$ cat config.mk
export PLATFORM = sky130hd
export DESIGN_NAME = uart_core
export DESIGN_NICKNAME = d
export VERILOG_FILES = /design/src/rtl/uart_core.sv
export SDC_FILE = /design/constraint.sdc
export NUM_CORES = 1
export LEC_CHECK = 0
export CAP_MARGIN = 20
export CORE_MARGIN = 10
export CORE_UTILIZATION = 60
export DETAILED_ROUTE_END_ITERATION = 8
export GPL_TIMING_DRIVEN = 0
export PLACE_DENSITY_LB_ADDON = 0.12
export SYNTH_ARGS = -nofsm -noshare
export SYNTH_HDL_FRONTEND = slang
export SYNTH_SLANG_ARGS = --single-unit
$ cat constraint.sdc
create_clock -name CLK -period 8.9 [get_ports CLK]
set_clock_uncertainty 0.05 [all_clocks]
set_input_delay 0.89 -clock CLK [delete_from_list [all_inputs] [get_ports CLK]]
set_output_delay 0.89 -clock CLK [all_outputs]
set_load 0.05 [all_outputs]
$ cat src/rtl/uart_core.sv
// uart_core: parametrised UART transceiver (TX FIFO + TX serialiser, RX
// deserialiser + single-entry holding register).
//
// Parameters:
//   CLK_HZ, BAUD  -> CLKS_PER_BIT = CLK_HZ/BAUD (truncated, >= 4)
//   DATA_W        -> data bits per frame (5..8)
//   FIFO_DEPTH    -> TX FIFO entries (power of two, >= 2)
//
// Ports:
//   CLK, RST_N                 clock, asynchronous active-low reset
//   tx_data/tx_valid/tx_ready  FIFO push handshake
//   tx_busy                    FIFO non-empty or frame on the line
//   rx_data/rx_valid/rx_ready  received byte handshake
//   rx_frame_err, rx_parity_err, rx_overrun   one-cycle fault pulses
//   uart_rx, uart_tx           serial pins (uart_tx registered, idles high)
//
// Build option: define UART_PARITY_EN to add an even-parity bit after the
// data bits on TX and check it on RX. Without it rx_parity_err is tied low.
module uart_core #(
  parameter int CLK_HZ     = 16000000,
  parameter int BAUD       = 115200,
  parameter int DATA_W     = 8,
  parameter int FIFO_DEPTH = 16
) (
  input  logic              CLK,
  input  logic              RST_N,
  input  logic [DATA_W-1:0] tx_data,
  input  logic              tx_valid,
  output logic              tx_ready,
  output logic              tx_busy,
  output logic [DATA_W-1:0] rx_data,
  output logic              rx_valid,
  input  logic              rx_ready,
  output logic              rx_frame_err,
  output logic              rx_parity_err,
  output logic              rx_overrun,
  input  logic              uart_rx,
  output logic              uart_tx
);

  localparam int CPB   = CLK_HZ / BAUD;
  localparam int CNT_W = $clog2(CPB);
  localparam int BIT_W = $clog2(DATA_W);
  localparam int AW    = $clog2(FIFO_DEPTH);

  localparam logic [CNT_W-1:0] CNT_LAST = CNT_W'(CPB - 1);
  localparam logic [CNT_W-1:0] CNT_HALF = CNT_W'(CPB / 2 - 1);
  localparam logic [BIT_W-1:0] BIT_LAST = BIT_W'(DATA_W - 1);
  localparam logic [AW:0]      CNT_FULL = (AW + 1)'(FIFO_DEPTH);

  typedef enum logic [2:0] {
    TX_IDLE,
    TX_START,
    TX_DATA,
`ifdef UART_PARITY_EN
    TX_PARITY,
`endif
    TX_STOP
  } tx_state_t;

  typedef enum logic [2:0] {
    RX_IDLE,
    RX_START,
    RX_DATA,
`ifdef UART_PARITY_EN
    RX_PARITY,
`endif
    RX_STOP
  } rx_state_t;

  // ---------------- TX FIFO ----------------
  logic [DATA_W-1:0] fifo_mem [FIFO_DEPTH];
  logic [AW-1:0]     wr_ptr, rd_ptr;
  logic [AW:0]       fifo_cnt;
  logic              push, pop;

  assign tx_ready = (fifo_cnt != CNT_FULL);
  assign push     = tx_valid && tx_ready;

  always_ff @(posedge CLK) begin
    if (push) fifo_mem[wr_ptr] <= tx_data;
  end

  always_ff @(posedge CLK or negedge RST_N) begin
    if (!RST_N) begin
      wr_ptr   <= '0;
      rd_ptr   <= '0;
      fifo_cnt <= '0;
    end else begin
      if (push) wr_ptr <= wr_ptr + 1'b1;
      if (pop)  rd_ptr <= rd_ptr + 1'b1;
      case ({push, pop})
        2'b10:   fifo_cnt <= fifo_cnt + 1'b1;
        2'b01:   fifo_cnt <= fifo_cnt - 1'b1;
        default: ;
      endcase
    end
  end

  // ---------------- TX FSM ----------------
  tx_state_t         tx_state_q, tx_state_d;
  logic [CNT_W-1:0]  tx_cnt_q, tx_cnt_d;
  logic [BIT_W-1:0]  tx_bit_q, tx_bit_d;
  logic [DATA_W-1:0] tx_shreg;
  logic              tx_line_d;
  logic              tx_cnt_end;
  logic              tx_active_q;

  assign tx_cnt_end = (tx_cnt_q == CNT_LAST);

  always_comb begin
    tx_state_d = tx_state_q;
    tx_cnt_d   = tx_cnt_q;
    tx_bit_d   = tx_bit_q;
    tx_line_d  = 1'b1;
    pop        = 1'b0;
    if (tx_state_q != TX_IDLE) tx_cnt_d = tx_cnt_end ? '0 : tx_cnt_q + 1'b1;
    case (tx_state_q)
      TX_IDLE: begin
        if (fifo_cnt != '0) begin
          pop        = 1'b1;
          tx_state_d = TX_START;
          tx_cnt_d   = '0;
          tx_bit_d   = '0;
        end
      end
      TX_START: begin
        tx_line_d = 1'b0;
        if (tx_cnt_end) tx_state_d = TX_DATA;
      end
      TX_DATA: begin
        tx_line_d = tx_shreg[tx_bit_q];
        if (tx_cnt_end) begin
          if (tx_bit_q == BIT_LAST) begin
            tx_bit_d = '0;
`ifdef UART_PARITY_EN
            tx_state_d = TX_PARITY;
`else
            tx_state_d = TX_STOP;
`endif
          end else begin
            tx_bit_d = tx_bit_q + 1'b1;
          end
        end
      end
`ifdef UART_PARITY_EN
      TX_PARITY: begin
        tx_line_d = ^tx_shreg;
        if (tx_cnt_end) tx_state_d = TX_STOP;
      end
`endif
      TX_STOP: begin
        tx_line_d = 1'b1;
        if (tx_cnt_end) tx_state_d = TX_IDLE;
      end
      default: tx_state_d = TX_IDLE;
    endcase
  end

  // uart_tx is the registered image of the current state, so the line lags
  // the FSM by one cycle; tx_active_q tracks that lag so tx_busy covers the
  // full stop bit as seen on the pin.
  always_ff @(posedge CLK or negedge RST_N) begin
    if (!RST_N) begin
      tx_state_q  <= TX_IDLE;
      tx_cnt_q    <= '0;
      tx_bit_q    <= '0;
      uart_tx     <= 1'b1;
      tx_active_q <= 1'b0;
    end else begin
      tx_state_q  <= tx_state_d;
      tx_cnt_q    <= tx_cnt_d;
      tx_bit_q    <= tx_bit_d;
      uart_tx     <= tx_line_d;
      tx_active_q <= (tx_state_q != TX_IDLE);
    end
  end

  always_ff @(posedge CLK) begin
    if (pop) tx_shreg <= fifo_mem[rd_ptr];
  end

  assign tx_busy = (fifo_cnt != '0) || (tx_state_q != TX_IDLE) || tx_active_q;

  // ---------------- RX synchroniser (p0 -> p1), plus edge history ----------------
  logic rx_sync_p0, rx_sync_p1, rx_prev;

  always_ff @(posedge CLK or negedge RST_N) begin
    if (!RST_N) begin
      rx_sync_p0 <= 1'b1;
      rx_sync_p1 <= 1'b1;
      rx_prev    <= 1'b1;
    end else begin
      rx_sync_p0 <= uart_rx;
      rx_sync_p1 <= rx_sync_p0;
      rx_prev    <= rx_sync_p1;
    end
  end

  // ---------------- RX FSM ----------------
  rx_state_t         rx_state_q, rx_state_d;
  logic [CNT_W-1:0]  rx_cnt_q, rx_cnt_d;
  logic [BIT_W-1:0]  rx_bit_q, rx_bit_d;
  logic [DATA_W-1:0] rx_shreg;
  logic              rx_shift, rx_done, rx_cnt_end;
  logic              frame_bad, parity_bad, rx_good;
`ifdef UART_PARITY_EN
  logic              rx_par_ld, rx_par_q;
`endif

  assign rx_cnt_end = (rx_cnt_q == CNT_LAST);

  always_comb begin
    rx_state_d = rx_state_q;
    rx_cnt_d   = rx_cnt_q;
    rx_bit_d   = rx_bit_q;
    rx_shift   = 1'b0;
    rx_done    = 1'b0;
`ifdef UART_PARITY_EN
    rx_par_ld  = 1'b0;
`endif
    if (rx_state_q != RX_IDLE) rx_cnt_d = rx_cnt_end ? '0 : rx_cnt_q + 1'b1;
    case (rx_state_q)
      RX_IDLE: begin
        if (rx_prev && !rx_sync_p1) begin
          rx_state_d = RX_START;
          rx_cnt_d   = '0;
        end
      end
      RX_START: begin
        // Mid start bit: re-centre the counter so later samples land mid-bit.
        if (rx_cnt_q == CNT_HALF) begin
          rx_cnt_d   = '0;
          rx_bit_d   = '0;
          rx_state_d = rx_sync_p1 ? RX_IDLE : RX_DATA;
        end
      end
      RX_DATA: begin
        if (rx_cnt_end) begin
          rx_shift = 1'b1;
          if (rx_bit_q == BIT_LAST) begin
            rx_bit_d = '0;
`ifdef UART_PARITY_EN
            rx_state_d = RX_PARITY;
`else
            rx_state_d = RX_STOP;
`endif
          end else begin
            rx_bit_d = rx_bit_q + 1'b1;
          end
        end
      end
`ifdef UART_PARITY_EN
      RX_PARITY: begin
        if (rx_cnt_end) begin
          rx_par_ld  = 1'b1;
          rx_state_d = RX_STOP;
        end
      end
`endif
      RX_STOP: begin
        if (rx_cnt_end) begin
          rx_done    = 1'b1;
          rx_state_d = RX_IDLE;
        end
      end
      default: rx_state_d = RX_IDLE;
    endcase
  end

  always_ff @(posedge CLK or negedge RST_N) begin
    if (!RST_N) begin
      rx_state_q <= RX_IDLE;
      rx_cnt_q   <= '0;
      rx_bit_q   <= '0;
    end else begin
      rx_state_q <= rx_state_d;
      rx_cnt_q   <= rx_cnt_d;
      rx_bit_q   <= rx_bit_d;
    end
  end

  // LSB arrives first, so shift in from the top.
  always_ff @(posedge CLK) begin
    if (rx_shift) rx_shreg <= {rx_sync_p1, rx_shreg[DATA_W-1:1]};
  end

`ifdef UART_PARITY_EN
  always_ff @(posedge CLK) begin
    if (rx_par_ld) rx_par_q <= rx_sync_p1;
  end
  assign parity_bad = rx_done && (rx_par_q != ^rx_shreg);
`else
  assign parity_bad = 1'b0;
`endif

  assign frame_bad = rx_done && !rx_sync_p1;
  assign rx_good   = rx_done && !frame_bad && !parity_bad;

  // ---------------- RX holding register and fault pulses ----------------
  logic rx_perr_q;

  always_ff @(posedge CLK or negedge RST_N) begin
    if (!RST_N) begin
      rx_data      <= '0;
      rx_valid     <= 1'b0;
      rx_frame_err <= 1'b0;
      rx_perr_q    <= 1'b0;
      rx_overrun   <= 1'b0;
    end else begin
      rx_frame_err <= frame_bad;
      rx_perr_q    <= parity_bad;
      rx_overrun   <= 1'b0;
      if (rx_good) begin
        if (rx_valid && !rx_ready) begin
          rx_overrun <= 1'b1;
        end else begin
          rx_data  <= rx_shreg;
          rx_valid <= 1'b1;
        end
      end else if (rx_valid && rx_ready) begin
        rx_valid <= 1'b0;
      end
    end
  end

  assign rx_parity_err = rx_perr_q;

endmodule

==> results by group <==
Run status
  • Status: finished, final reports clean

Synthesis
  • Syn Nets: 551
  • Async SR Flop Fraction: 27.6%
  • Synth warn: 0
  • Top post-synthesis cells by area: edfxtp_1 52%, dfrtp_1 15%, mux4_2 9.2%, ha_1 3.3%, nand2_1 1.8%
  • Area share of the largest cell type after synthesis: 51.8%
  • Synth unique cells: 56
  • Prevailing post-synth register cell: edfxtp_1
  • Synth Cell Area: 8340 um^2
  • Synth area leader: edfxtp_1
  • Number of flops mapped to enable cells by yosys: 144
  • Post-synth top cells: 144 x edfxtp_1, 51 x dfrtp_1, 40 x nand2_1, 34 x mux4_2, 26 x nor2_1
  • Avg Inst Size Synth: 16.2 um^2
  • Mapped Cells: 516
  • Synthesized flop and latch total: 199
  • Most numerous cell in the Yosys netlist: edfxtp_1
  • Seq/Total Area, Yosys: 68.4%

CTS
  • Total CTS buffers: 17
  • Post-CTS Setup Inserts: 0
  • Clock Latency Late Sink: 0.44 ns
  • CTS H-Tree Depth: 4
  • Post_cts resized: 0
  • Root buffer cell: clkbuf_16
  • CTS sink cnt: 199
  • Cts hold-fix bufs: 0
  • Clk buf depth: 2
  • CTS tree: done
  • Clk slew on worst S/H paths: 0.08 ns

Timing
  • FMAX: 0.284 GHz
  • Unrepaired setup endpoints after global routing: false
  • Setup_tns: 0 ns
  • Worst-margin pin slew: 0.870 ns
  • Crit path time final: 3.53 ns
  • Final period utilization: 39.6%
  • Slew Limit Fails: 0
  • Setup slack after layout: 5.37 ns
  • Final hold violations: 0
  • Final setup fails: 0
  • WHS: 0.316 ns
  • Slew margin rel.: 41.8%

GRT
  • First-pass GRT wire length: 25700 um
  • Pin count of the biggest net entering global routing: 32
  • Vias in the first global route: 4609
  • Gr usage total: 18.1%
  • Initial antenna violation count: 0
  • Total gr overflow: 0

Power and ir drop
  • Power Density: 232 nW/um^2
  • Worst VDD drop: 0.205 mV
  • P_leak: 3.45 nW

Floorplan
  • Die Ht: 138 um
  • Initial core utilization: 60.6%
  • Die width: 138 um
  • Num rows: 43
  • I/O pin count: 28
  • Die area: 19000 um^2
  • Core box area: 13800 um^2

Placed design
  • Dpl hpwl: 10400 um
  • DP Area: 8890 um^2
  • Port Buf Inserts: 26
  • Pre-CTS setup slack: 5.45 ns
  • Gpl congestion: 0.793

Layout
  • Ant diodes: 0
  • Fin nets: 602
  • Finished Cell Area: 9500 um^2
  • Fraction of layout cells with a size suffix above 1: 17.9%
  • Synth-to-Final Area Change: 13.8%

Worst setup path
  • Worst EP required: 7.96 ns
  • Crit path launch type: register
  • CP Max Fanout: 8
  • Worst Path Arrival: 2.59 ns
  • Critical path capture point type: output port
  • Worst setup path category: register to output port

Routing
  • Post-DRT Antenna Nets: 0
  • WL/cell: 20.8 um
  • Vias: 4570
  • Drc violations: 0
  • DRC violation total after the first TritonRoute iteration: 407
  • First-pass DRT Iterations: 5
  • Detailed Route WL: 15800 um
  • Vias/cell: 6.01

Flow run
  • Max Cap Violations: 0

Worst hold path
  • Hold Crit Class: register to register
-- cells by family (layout without fill, tap and decap cells) --
| kind of cell | after synthesis | in the layout | synth area share (%) |
|---|---|---|---|
| flip-flops | 199 | 199 | 68.4 |
| buffers and inverters | 35 | 99 | 1.81 |
| multiplexers | 50 | 50 | 11.3 |
| other | 1 | 1 | 0.0449 |
| AND/OR/NAND/NOR | 128 | 128 | 8.19 |
| AO/OA/AOI/OAI | 63 | 63 | 5.13 |
| adder cells (fa/ha/maj) | 22 | 22 | 3.30 |
| XOR/XNOR | 18 | 18 | 1.89 |
-- critical path, cell delays in order (launching register included) --
cell	delay (ns)
dfrtp_1	0.47
nor4_4	0.49
and3_1	0.21
buf_2	0.20
nand2b_1	0.08
clkdlybuf4s50_1	0.70
-- area by class of cell --
class / count / area [um^2]
flip-flops and latches: 199 / 5710
fillers: 948 / 4280
inverters: 14 / 52.6
repair buffers: 32 / 317
clock inverters: 15 / 184
multi-input cells: 282 / 2490
plain buffers: 21 / 98.8
clock buffers: 17 / 425
well taps: 180 / 225
-- metal layers --
layer | GRT usage, % | wire length [um] | share of wire, % | vias up
met5 | 0 | 0 | 0 | -
met4 | 5.56 | 250 | 1.6 | 0
li1 | - | - | - | 2084
met1 | 23.6 | 6640 | 42 | 2338
met3 | 5.04 | 933 | 5.9 | 18
met2 | 29.2 | 7970 | 50 | 130
-- registers in the layout, summed over array words and instances, names as in the netlist --
name and count:
rx_prev 1, rx_bit_q 3, rd_ptr 4, rx_state_q 2
rx_sync_p0 1, rx_overrun 1, tx_active_q 1, tx_shreg 8
fifo_mem 128, rx_valid 1, rx_cnt_q 8, uart_tx 1
tx_bit_q 3, rx_sync_p1 1, rx_frame_err 1, rx_data 8
tx_cnt_q 8, rx_shreg 8, tx_state_q 2, fifo_cnt 5
wr_ptr 4
-- final timing paths --
check,start,to,slack [ns],cells after the start
worst min-delay path,rx_sync_p0,rx_sync_p1,0.32,0
max in group asynchronous,RST_N,uart_tx,7.76,2
worst max register to register,tx_state_q[0],fifo_cnt[4],5.47,12
worst max-delay path,fifo_cnt[1],tx_busy,5.37,5
worst min register to register,rx_sync_p0,rx_sync_p1,0.32,0
min in group asynchronous,RST_N,wr_ptr[0],0.40,1
-- where the power goes --
part | internal, mW | switching [mW]
Combinational | 0.105 | 0.164
Clock | 0.427 | 0.358
Sequential | 1.09 | 0.0570
Total | 1.62 | 0.579
-- stage by stage --
stage,util [%],power (mW),instances
floorplan,-,1.34,516
global placement,64.1,1.42,722
detailed placement,64.5,1.44,728
CTS,68.9,2.22,760
global route,68.9,2.29,760
finish,68.9,2.20,760
-- cell usage in the layout, fill, tap and decap left out, types with 3 or more instances in the layout --
cell             instances
ha_1                    22
xor2_1                   6
buf_4                    5
a21oi_1                 11
clkbuf_1                 8
dfrtp_1                 51
nand2b_1                 5
nor2b_1                  3
clkbuf_16               17
buf_2                    8
inv_1                   14
a21boi_0                 3
dfstp_2                  4
nor2_1                  26
nor3b_1                  4
xnor2_1                 12
nand4_1                  5
nand2_1                 40
mux2i_1                  5
mux4_2                  34
mux2_2                  11
a31oi_1                  3
nor3_1                   9
o21ai_0                 14
a22oi_1                 16
and3_1                   3
nand3_1                 16
inv_8                    5
clkdlybuf4s50_1         25
edfxtp_1               144
buf_1                    4
(Power assumes the default switching activity.)
